## src/rtl/pipe_ctrl_pkg.sv

```systemverilog
// Shared types for the pipeline sequencing/hazard controller.
// Holds the run-state enum, jump width default and the stage-control bundle.
package pipe_ctrl_pkg;

  localparam int JUMP_BITS_DEF = 10;

  typedef enum logic [1:0] {
    ST_IDLE  = 2'd0,
    ST_RUN   = 2'd1,
    ST_DRAIN = 2'd2,
    ST_HALT  = 2'd3
  } state_e;

  typedef struct packed {
    logic ifid_stall;
    logic ifid_flush;
    logic idex_flush;
    logic exmem_flush;
  } stage_ctrl_t;

  localparam stage_ctrl_t CTRL_NONE      = '{ifid_stall: 1'b0, ifid_flush: 1'b0,
                                             idex_flush: 1'b0, exmem_flush: 1'b0};
  localparam stage_ctrl_t CTRL_FLUSH_ALL = '{ifid_stall: 1'b0, ifid_flush: 1'b1,
                                             idex_flush: 1'b1, exmem_flush: 1'b1};
  localparam stage_ctrl_t CTRL_BUBBLE    = '{ifid_stall: 1'b1, ifid_flush: 1'b0,
                                             idex_flush: 1'b1, exmem_flush: 1'b0};

endpackage

```

## src/rtl/hazard_detect.sv

```systemverilog
// Combinational load-use detector: compares decode sources against the
// destination of a load sitting in execute.
module hazard_detect #(
  parameter int REGI_BITS = 4,
  parameter int VECT_BITS = 2
) (
  input  logic                 exe_mem_read_i,
  input  logic                 exe_wr_i,
  input  logic [REGI_BITS-1:0] exe_dest_i,
  input  logic                 exe_dest_vec_i,
  input  logic [REGI_BITS-1:0] src_a_i,
  input  logic                 use_a_i,
  input  logic                 vec_a_i,
  input  logic [REGI_BITS-1:0] src_b_i,
  input  logic                 use_b_i,
  input  logic                 vec_b_i,
  output logic                 load_use_o
);

  logic match_a;
  logic match_b;
  logic idx_eq_a;
  logic idx_eq_b;

  // Vector file is smaller, so only its low index bits are significant.
  assign idx_eq_a = vec_a_i ? (src_a_i[VECT_BITS-1:0] == exe_dest_i[VECT_BITS-1:0])
                            : (src_a_i == exe_dest_i);
  assign idx_eq_b = vec_b_i ? (src_b_i[VECT_BITS-1:0] == exe_dest_i[VECT_BITS-1:0])
                            : (src_b_i == exe_dest_i);

  assign match_a = use_a_i & (vec_a_i == exe_dest_vec_i) & idx_eq_a;
  assign match_b = use_b_i & (vec_b_i == exe_dest_vec_i) & idx_eq_b;

  assign load_use_o = exe_mem_read_i & exe_wr_i & (match_a | match_b);

endmodule

```

## src/rtl/pipe_hazard_ctrl.sv

```systemverilog
// Run/halt sequencer, load-use bubbling and jump redirect for the 4-stage core.
// Optional performance counters are built only when PIPE_CTRL_PERF_EN is defined.
module pipe_hazard_ctrl
  import pipe_ctrl_pkg::*;
#(
  parameter int REGI_BITS = 4,
  parameter int VECT_BITS = 2,
  parameter int REGI_SIZE = 16,
  parameter int JUMP_BITS = JUMP_BITS_DEF
) (
  input  logic                 clk_i,
  input  logic                 rst_i,
  input  logic                 start_i,
  input  logic [REGI_BITS-1:0] dec_src_a_i,
  input  logic [REGI_BITS-1:0] dec_src_b_i,
  input  logic                 dec_use_a_i,
  input  logic                 dec_use_b_i,
  input  logic                 dec_vec_a_i,
  input  logic                 dec_vec_b_i,
  input  logic                 exe_mem_read_i,
  input  logic                 exe_wr_i,
  input  logic [REGI_BITS-1:0] exe_dest_i,
  input  logic                 exe_dest_vec_i,
  input  logic                 mem_jump_i,
  input  logic [JUMP_BITS-1:0] mem_jump_addr_i,
  input  logic                 mem_end_i,
  output logic                 pc_we_o,
  output logic                 pc_sel_o,
  output logic [REGI_SIZE-1:0] pc_target_o,
  output logic                 ifid_stall_o,
  output logic                 ifid_flush_o,
  output logic                 idex_flush_o,
  output logic                 exmem_flush_o,
  output logic                 running_o,
  output logic                 halted_o,
  output logic [31:0]          perf_cycles_o,
  output logic [31:0]          perf_stalls_o,
  output logic [31:0]          perf_flushes_o
);

  state_e      state_q, state_d;
  stage_ctrl_t ctrl;
  logic        load_use;

  hazard_detect #(
    .REGI_BITS (REGI_BITS),
    .VECT_BITS (VECT_BITS)
  ) u_hazard_detect (
    .exe_mem_read_i (exe_mem_read_i),
    .exe_wr_i       (exe_wr_i),
    .exe_dest_i     (exe_dest_i),
    .exe_dest_vec_i (exe_dest_vec_i),
    .src_a_i        (dec_src_a_i),
    .use_a_i        (dec_use_a_i),
    .vec_a_i        (dec_vec_a_i),
    .src_b_i        (dec_src_b_i),
    .use_b_i        (dec_use_b_i),
    .vec_b_i        (dec_vec_b_i),
    .load_use_o     (load_use)
  );

  always_ff @(posedge clk_i) begin
    if (rst_i) state_q <= ST_IDLE;
    else       state_q <= state_d;
  end

  always_comb begin
    state_d     = state_q;
    pc_we_o     = 1'b0;
    pc_sel_o    = 1'b0;
    pc_target_o = '0;
    ctrl        = CTRL_NONE;
    unique case (state_q)
      ST_IDLE, ST_HALT: begin
        ctrl = CTRL_FLUSH_ALL;
        if (start_i) begin
          pc_we_o  = 1'b1;
          pc_sel_o = 1'b1;
          state_d  = ST_RUN;
        end
      end
      ST_RUN: begin
        if (mem_end_i) begin
          ctrl    = CTRL_FLUSH_ALL;
          state_d = ST_DRAIN;
        end else if (mem_jump_i) begin
          // A redirect squashes the instruction that caused any load-use stall.
          pc_we_o     = 1'b1;
          pc_sel_o    = 1'b1;
          pc_target_o = REGI_SIZE'(mem_jump_addr_i);
          ctrl        = CTRL_FLUSH_ALL;
        end else if (load_use) begin
          ctrl = CTRL_BUBBLE;
        end else begin
          pc_we_o = 1'b1;
        end
      end
      ST_DRAIN: begin
        ctrl    = CTRL_FLUSH_ALL;
        state_d = ST_HALT;
      end
      default: state_d = ST_IDLE;
    endcase
    // Reset forces the quiescent outputs before the state register settles.
    if (rst_i) begin
      state_d     = ST_IDLE;
      pc_we_o     = 1'b0;
      pc_sel_o    = 1'b0;
      pc_target_o = '0;
      ctrl        = CTRL_FLUSH_ALL;
    end
  end

  assign ifid_stall_o  = ctrl.ifid_stall;
  assign ifid_flush_o  = ctrl.ifid_flush;
  assign idex_flush_o  = ctrl.idex_flush;
  assign exmem_flush_o = ctrl.exmem_flush;
  assign running_o     = (state_q == ST_RUN);
  assign halted_o      = (state_q == ST_HALT);

`ifdef PIPE_CTRL_PERF_EN
  logic [31:0] cycles_q;
  logic [31:0] stalls_q;
  logic [31:0] flushes_q;
  logic        start_acc;
  logic        in_run;

  assign start_acc = start_i & ((state_q == ST_IDLE) | (state_q == ST_HALT));
  assign in_run    = (state_q == ST_RUN);

  always_ff @(posedge clk_i) begin
    if (rst_i || start_acc) begin
      cycles_q  <= '0;
      stalls_q  <= '0;
      flushes_q <= '0;
    end else begin
      if (in_run)                          cycles_q  <= cycles_q + 32'd1;
      if (in_run && ctrl.ifid_stall)       stalls_q  <= stalls_q + 32'd1;
      if (in_run && pc_we_o && pc_sel_o)   flushes_q <= flushes_q + 32'd1;
    end
  end

  assign perf_cycles_o  = cycles_q;
  assign perf_stalls_o  = stalls_q;
  assign perf_flushes_o = flushes_q;
`else
  assign perf_cycles_o  = '0;
  assign perf_stalls_o  = '0;
  assign perf_flushes_o = '0;
`endif

endmodule

```

## config.mk

```make
export PLATFORM = sky130hd
export DESIGN_NAME = pipe_hazard_ctrl
export DESIGN_NICKNAME = d
export VERILOG_FILES = /design/src/rtl/pipe_ctrl_pkg.sv /design/src/rtl/hazard_detect.sv /design/src/rtl/pipe_hazard_ctrl.sv
export SDC_FILE = /design/constraint.sdc
export NUM_CORES = 1
export LEC_CHECK = 0
export ABC_AREA = 1
export CAP_MARGIN = 20
export CORE_MARGIN = 10
export CORE_UTILIZATION = 24
export CTS_BUF_LIST = sky130_fd_sc_hd__clkbuf_8
export DETAILED_ROUTE_END_ITERATION = 16
export GPL_ROUTABILITY_DRIVEN = 0
export PLACE_DENSITY_LB_ADDON = 0.15
export SLEW_MARGIN = 40
export SYNTH_ARGS = -nofsm -noshare
export SYNTH_HDL_FRONTEND = slang
export SYNTH_SLANG_ARGS = --single-unit
```

## constraint.sdc

```tcl
create_clock -name clk_i -period 1.3 [get_ports clk_i]
set_clock_uncertainty 0.05 [all_clocks]
set_input_delay 0.26 -clock clk_i [delete_from_list [all_inputs] [get_ports clk_i]]
set_output_delay 0.26 -clock clk_i [all_outputs]
set_load 0.05 [all_outputs]
```

* Word-level counts from Yosys, hierarchy flattened
Index checks and enable logic that the tools add are counted.
** Storage, ports and cells
- Flip-flop bits (word level) :: 2
- Bits of input ports :: 34
** Cells by class
- Eq/ne operators :: 11
- Multiplexer cells :: 24
- Bitwise operators :: 7
- Reduce and logical (&&, ||, !) cells :: 4
** Operators with widths (number)
- $mux 10 :: 3
- $mux 16 :: 1
- $mux 4 :: 4
- $mux 1 :: 10
- $eq 4x4->1 :: 2
- $pmux 4 s2 :: 1
- $and 1x1->1 :: 6
- $pmux 2 s3 :: 1
- $eq 2x2->1 :: 2
- $eq 2x2->1 const B :: 2
- $mux 2 :: 2
- $ne 2x2->1 const B :: 2
- $pmux 1 s2 :: 2
- $reduce_or 3->1 :: 1
- $eq 1x1->1 :: 2
- $eq 2x1->1 const B :: 1
- $logic_not 2->1 :: 1
- $reduce_and 2->1 :: 1
- $reduce_or 2->1 :: 1
- $or 1x1->1 :: 1

* Longest topological paths before layout
- Depth after elaboration :: 10
- Depth in mapped cells :: 11
- Gate-level depth less buffers :: 11

* Modules after synthesis
From an unflattened synthesis, not the netlist that was laid out.
** Unflattened totals
- Cell total of the unflattened synthesis :: 198
- Area, all modules :: 1263.7 sq um
** Modules (own cells, without submodules)
- pipe_hazard_ctrl :: times used 1, cells each 162, area each 1094.8 sq um, sequential area each 40.0 sq um
- hazard_detect :: times used 1, cells each 36, area each 168.9 sq um, sequential area each 0.0 sq um

* Worst setup path after synthesis
No wires, ideal clock.
- Path type :: reg-to-output
- Start point :: register state_q[1]
- End point :: output pc_target_o[0]
- Arrival time :: 1994 ps
- Required time :: 990 ps
- Path slack :: -1004 ps
- Cell stages (with the launch flop) :: 7
- Buffers on the path :: 0
- Path through :: dfxtp_1 > inv_1 > ha_1 > nand2_1 > nor2_1 > nand2_1 > nor2_1
** On the way
- Cells in the longest elaborated chain, start to end :: 3
** RTL lines
- start, declared :: line pipe_hazard_ctrl.sv:41 : state_e state_q, state_d;
- start signal, assigned :: line pipe_hazard_ctrl.sv:64 : else state_q <= state_d;
- $eq 2x1->1
- via running_o :: line pipe_hazard_ctrl.sv:34 : output logic running_o,
- $mux 10 :: line pipe_hazard_ctrl.sv:73 : unique case (state_q)
- $mux 16 :: line pipe_hazard_ctrl.sv:105 : if (rst_i) begin
- end, declared :: line pipe_hazard_ctrl.sv:29 : output logic [REGI_SIZE-1:0] pc_target_o,
The timed path passes the listed nets, and every way through them passes these cells.

* Final worst setup path
- Start point :: register state_q[0]
- End point :: output pc_target_o[9]
** On the way
- Cells in the longest elaborated chain, start to end :: 3
** RTL lines (line)
- $eq 2x1->1 :: pipe_hazard_ctrl.sv:73
- $mux 10 :: pipe_hazard_ctrl.sv:73
- $mux 16 :: pipe_hazard_ctrl.sv:105
No other way between the ends.

==> results.py <==
metrics = {
    "outcome": {
        "outcome": "complete, but fails checks",
        "violations": "setup timing",
    },
    "drt": {
        "antenna_left": 0,
        "vias_per_cell": 3.06,
        "drc": 0,
        "routed-via-count": 1006,
        "totalWireLength_um": 3710,
        "wl_per_cell_um": 11.3,
        "drtIter0Drc": 4,
        "drt-pass1-iter-count": 4,
    },
    "synthesis": {
        "yosys_warnings": 0,
        "synth_cell_type_count": 16,
        "ys_seq_elements": 2,
        "synth_area_um2": 1230,
        "syn_area_per_cell_um2": 6.27,
        "syn_inst": 197,
        "ys_seq_area_frac": 0.0324,
    },
    "worst_setup_path": {
        "worstSetupEndpointType": "output port",
        "required_ns": 0.99,
        "critPathArrivalTime_ns": 1.46,
        "critPathLaunch": "state_q[0]",
        "critPathKind": "flip-flop to output port",
        "critPathLaunchType": "flip-flop",
        "r2r_start": "state_q[0]",
        "worstPathMaxFanout": 5,
    },
    "clock_tree": {
        "clockBufferDepth": 2,
        "h-tree-depth": 1,
        "clock_latency_ns": 0.21,
        "cts_buffers": 3,
        "path_clk_slew_ns": 0.03,
        "clock_sinks": 2,
        "hold_buffers": 0,
        "ctsRootBufferMaster": "clkbuf_8",
        "cts_tree": "yes",
    },
    "floorplan": {
        "start_util": 0.245,
        "dieArea_um2": 8410,
        "rows": 26,
        "die_width_um": 91.7,
        "dieHeight_um": 91.7,
        "pin_count": 154,
        "core_um2": 5040,
    },
    "timing": {
        "fmax_ghz": 0.566,
        "period_needed_ns": 1.77,
        "hold_viol_final": 0,
        "slew_viol_final": 0,
        "finalSetupViolCount": 17,
        "timing.final.ws_setup_ns": -0.467,
        "fin_crit_sh": 1.36,
        "rsz0062_at_grt": "true",
    },
    "global_route": {
        "grt_pass1_wl_um": 5400,
        "antenna_found_initial": 0,
        "grt_max_degree": 6,
        "track_usage": 0.0753,
        "grt_overflow": 0,
        "grt_pass1_vias": 1122,
    },
    "worst_hold_path": {
        "hp-class": "flip-flop to flip-flop",
        "min-delay-start": "state_q[1]",
    },
    "placed_design": {
        "io_buffers": 51,
        "postPlaceCellArea_um2": 1780,
        "dpl.hpwl_um": 3430,
        "placedCellCount": 320,
        "preCtsSetupSlack_ns": -0.637,
    },
    "pwr": {
        "total_power_mw": 2.34,
        "vdd.ir_drop.worst_v": 0.000609,
        "power_density_nw_per_um2": 1200,
        "total_leakage_power_nw": 1.02,
    },
    "layout": {
        "final_area_um2": 1950,
        "fin_cells": 329,
        "final_nets": 299,
        "top_register": "state_q",
        "drive_above_1_share": 0.286,
        "top_regs": "state_q: 2 flops",
        "diodes": 0,
        "largest_reg_flops": 2,
        "syn_to_final_growth_pct": 58.0,
    },
    "run": {
        "maxCapViolCount": 0,
    },
}
[per-layer routing]
| layer | share of wire | wire length, um | global-route usage |
|---|---|---|---|
| met1 | 0.36 | 1330 | 0.0779 |
| met5 | 0 | 0 | 0 |
| met2 | 0.56 | 2060 | 0.145 |
| met3 | 0.080 | 298 | 0.0212 |
| met4 | 0.0046 | 17 | 0.0193 |
[placed cells by master (no fill, tap or decap), drive strengths merged, types with 3 or more instances in the layout]
| cell | netlist | routed |
|---|---|---|
| buf | 103 | 27 |
| xnor2 | 4 | 4 |
| o21ai | 7 | 7 |
| ha | 4 | 4 |
| nor2 | 17 | 17 |
| inv | 28 | 27 |
| conb | 1 | 102 |
| clkbuf | 0 | 3 |
| clkdlybuf4s15 | 0 | 4 |
| dlygate4sd2 | 0 | 15 |
| clkdlybuf4s50 | 0 | 14 |
| nand2 | 26 | 27 |
[metrics by stage]
step / utilization / hold WS (ns) / TNS, ns
detailed placement: 0.353 / 0.433 / -8.98
finish: 0.387 / 0.471 / -6.98
CTS: 0.369 / 0.461 / -7.12
global route: 0.387 / 0.495 / -7.97
floorplan: - / 0.272 / -3.98
global placement: 0.353 / 0.435 / -9.05
[Yosys cell counts, drive strengths merged]
cell type	count	area share
inv	28	0.085
a21oi	2	0.0081
nand3	1	0.0040
buf	103	0.63
o21ai	7	0.028
nor3	1	0.0040
ha	4	0.041
nor4	1	0.0051
xnor2	4	0.028
dfxtp	2	0.032
conb	1	0.0030
nand2	26	0.083
nor2	17	0.052
[kinds of logic (layout without fill, tap and decap cells)]
logic type      count (synthesis)  count (layout)  synth area share
simple gates                   46              47             0.148
fa+ha+maj                       4               4            0.0405
flops                           2               2            0.0324
buf+inv                       131              91             0.711
xor+xnor                        4               4            0.0284
other cells                     1             102           0.00304
compound gates                  9               9            0.0365
[path summary, 6_finish.rpt]
check | depth (start not counted) | endpoint | slack, ns
setup / recovery | 7 | pc_target_o[9] | -0.47
hold / removal | 2 | state_q[1] | 0.47
hold reg to reg | 2 | state_q[1] | 0.47
setup reg to reg | 7 | state_q[0] | 0.02
[cell type report]
class / count / area, um2
well taps: 70 / 87.6
fillers: 545 / 3090
inverters: 28 / 116
flip-flops and latches: 2 / 45.0
clock buffers: 3 / 41.3
repair buffers: 60 / 737
multi-input cells: 166 / 923
[repair_timing]
item | in CTS | in global routing
setup buffers | 2 | 5
gates resized for setup | 38 | 20
endpoints found under the setup margin | 19 | 19
cloned | 1 | 0
pin swaps | 21 | 8
[power by group]
group / total [mW] / switching, mW / internal, mW
registers: 0.142 / 0.0445 / 0.0974
logic: 1.96 / 1.31 / 0.649
clock network: 0.244 / 0.0486 / 0.196
total: 2.34 / 1.40 / 0.942
[critical path, stage by stage (launching register included)]
cell and delay (ns):
dfxtp_2 0.34, buf_6 0.11, ha_4 0.13, nand2_4 0.06, nor2_4 0.18, nand2_4 0.15, nor2_4 0.13, buf_12 0.14
(Power assumes the default switching activity.)
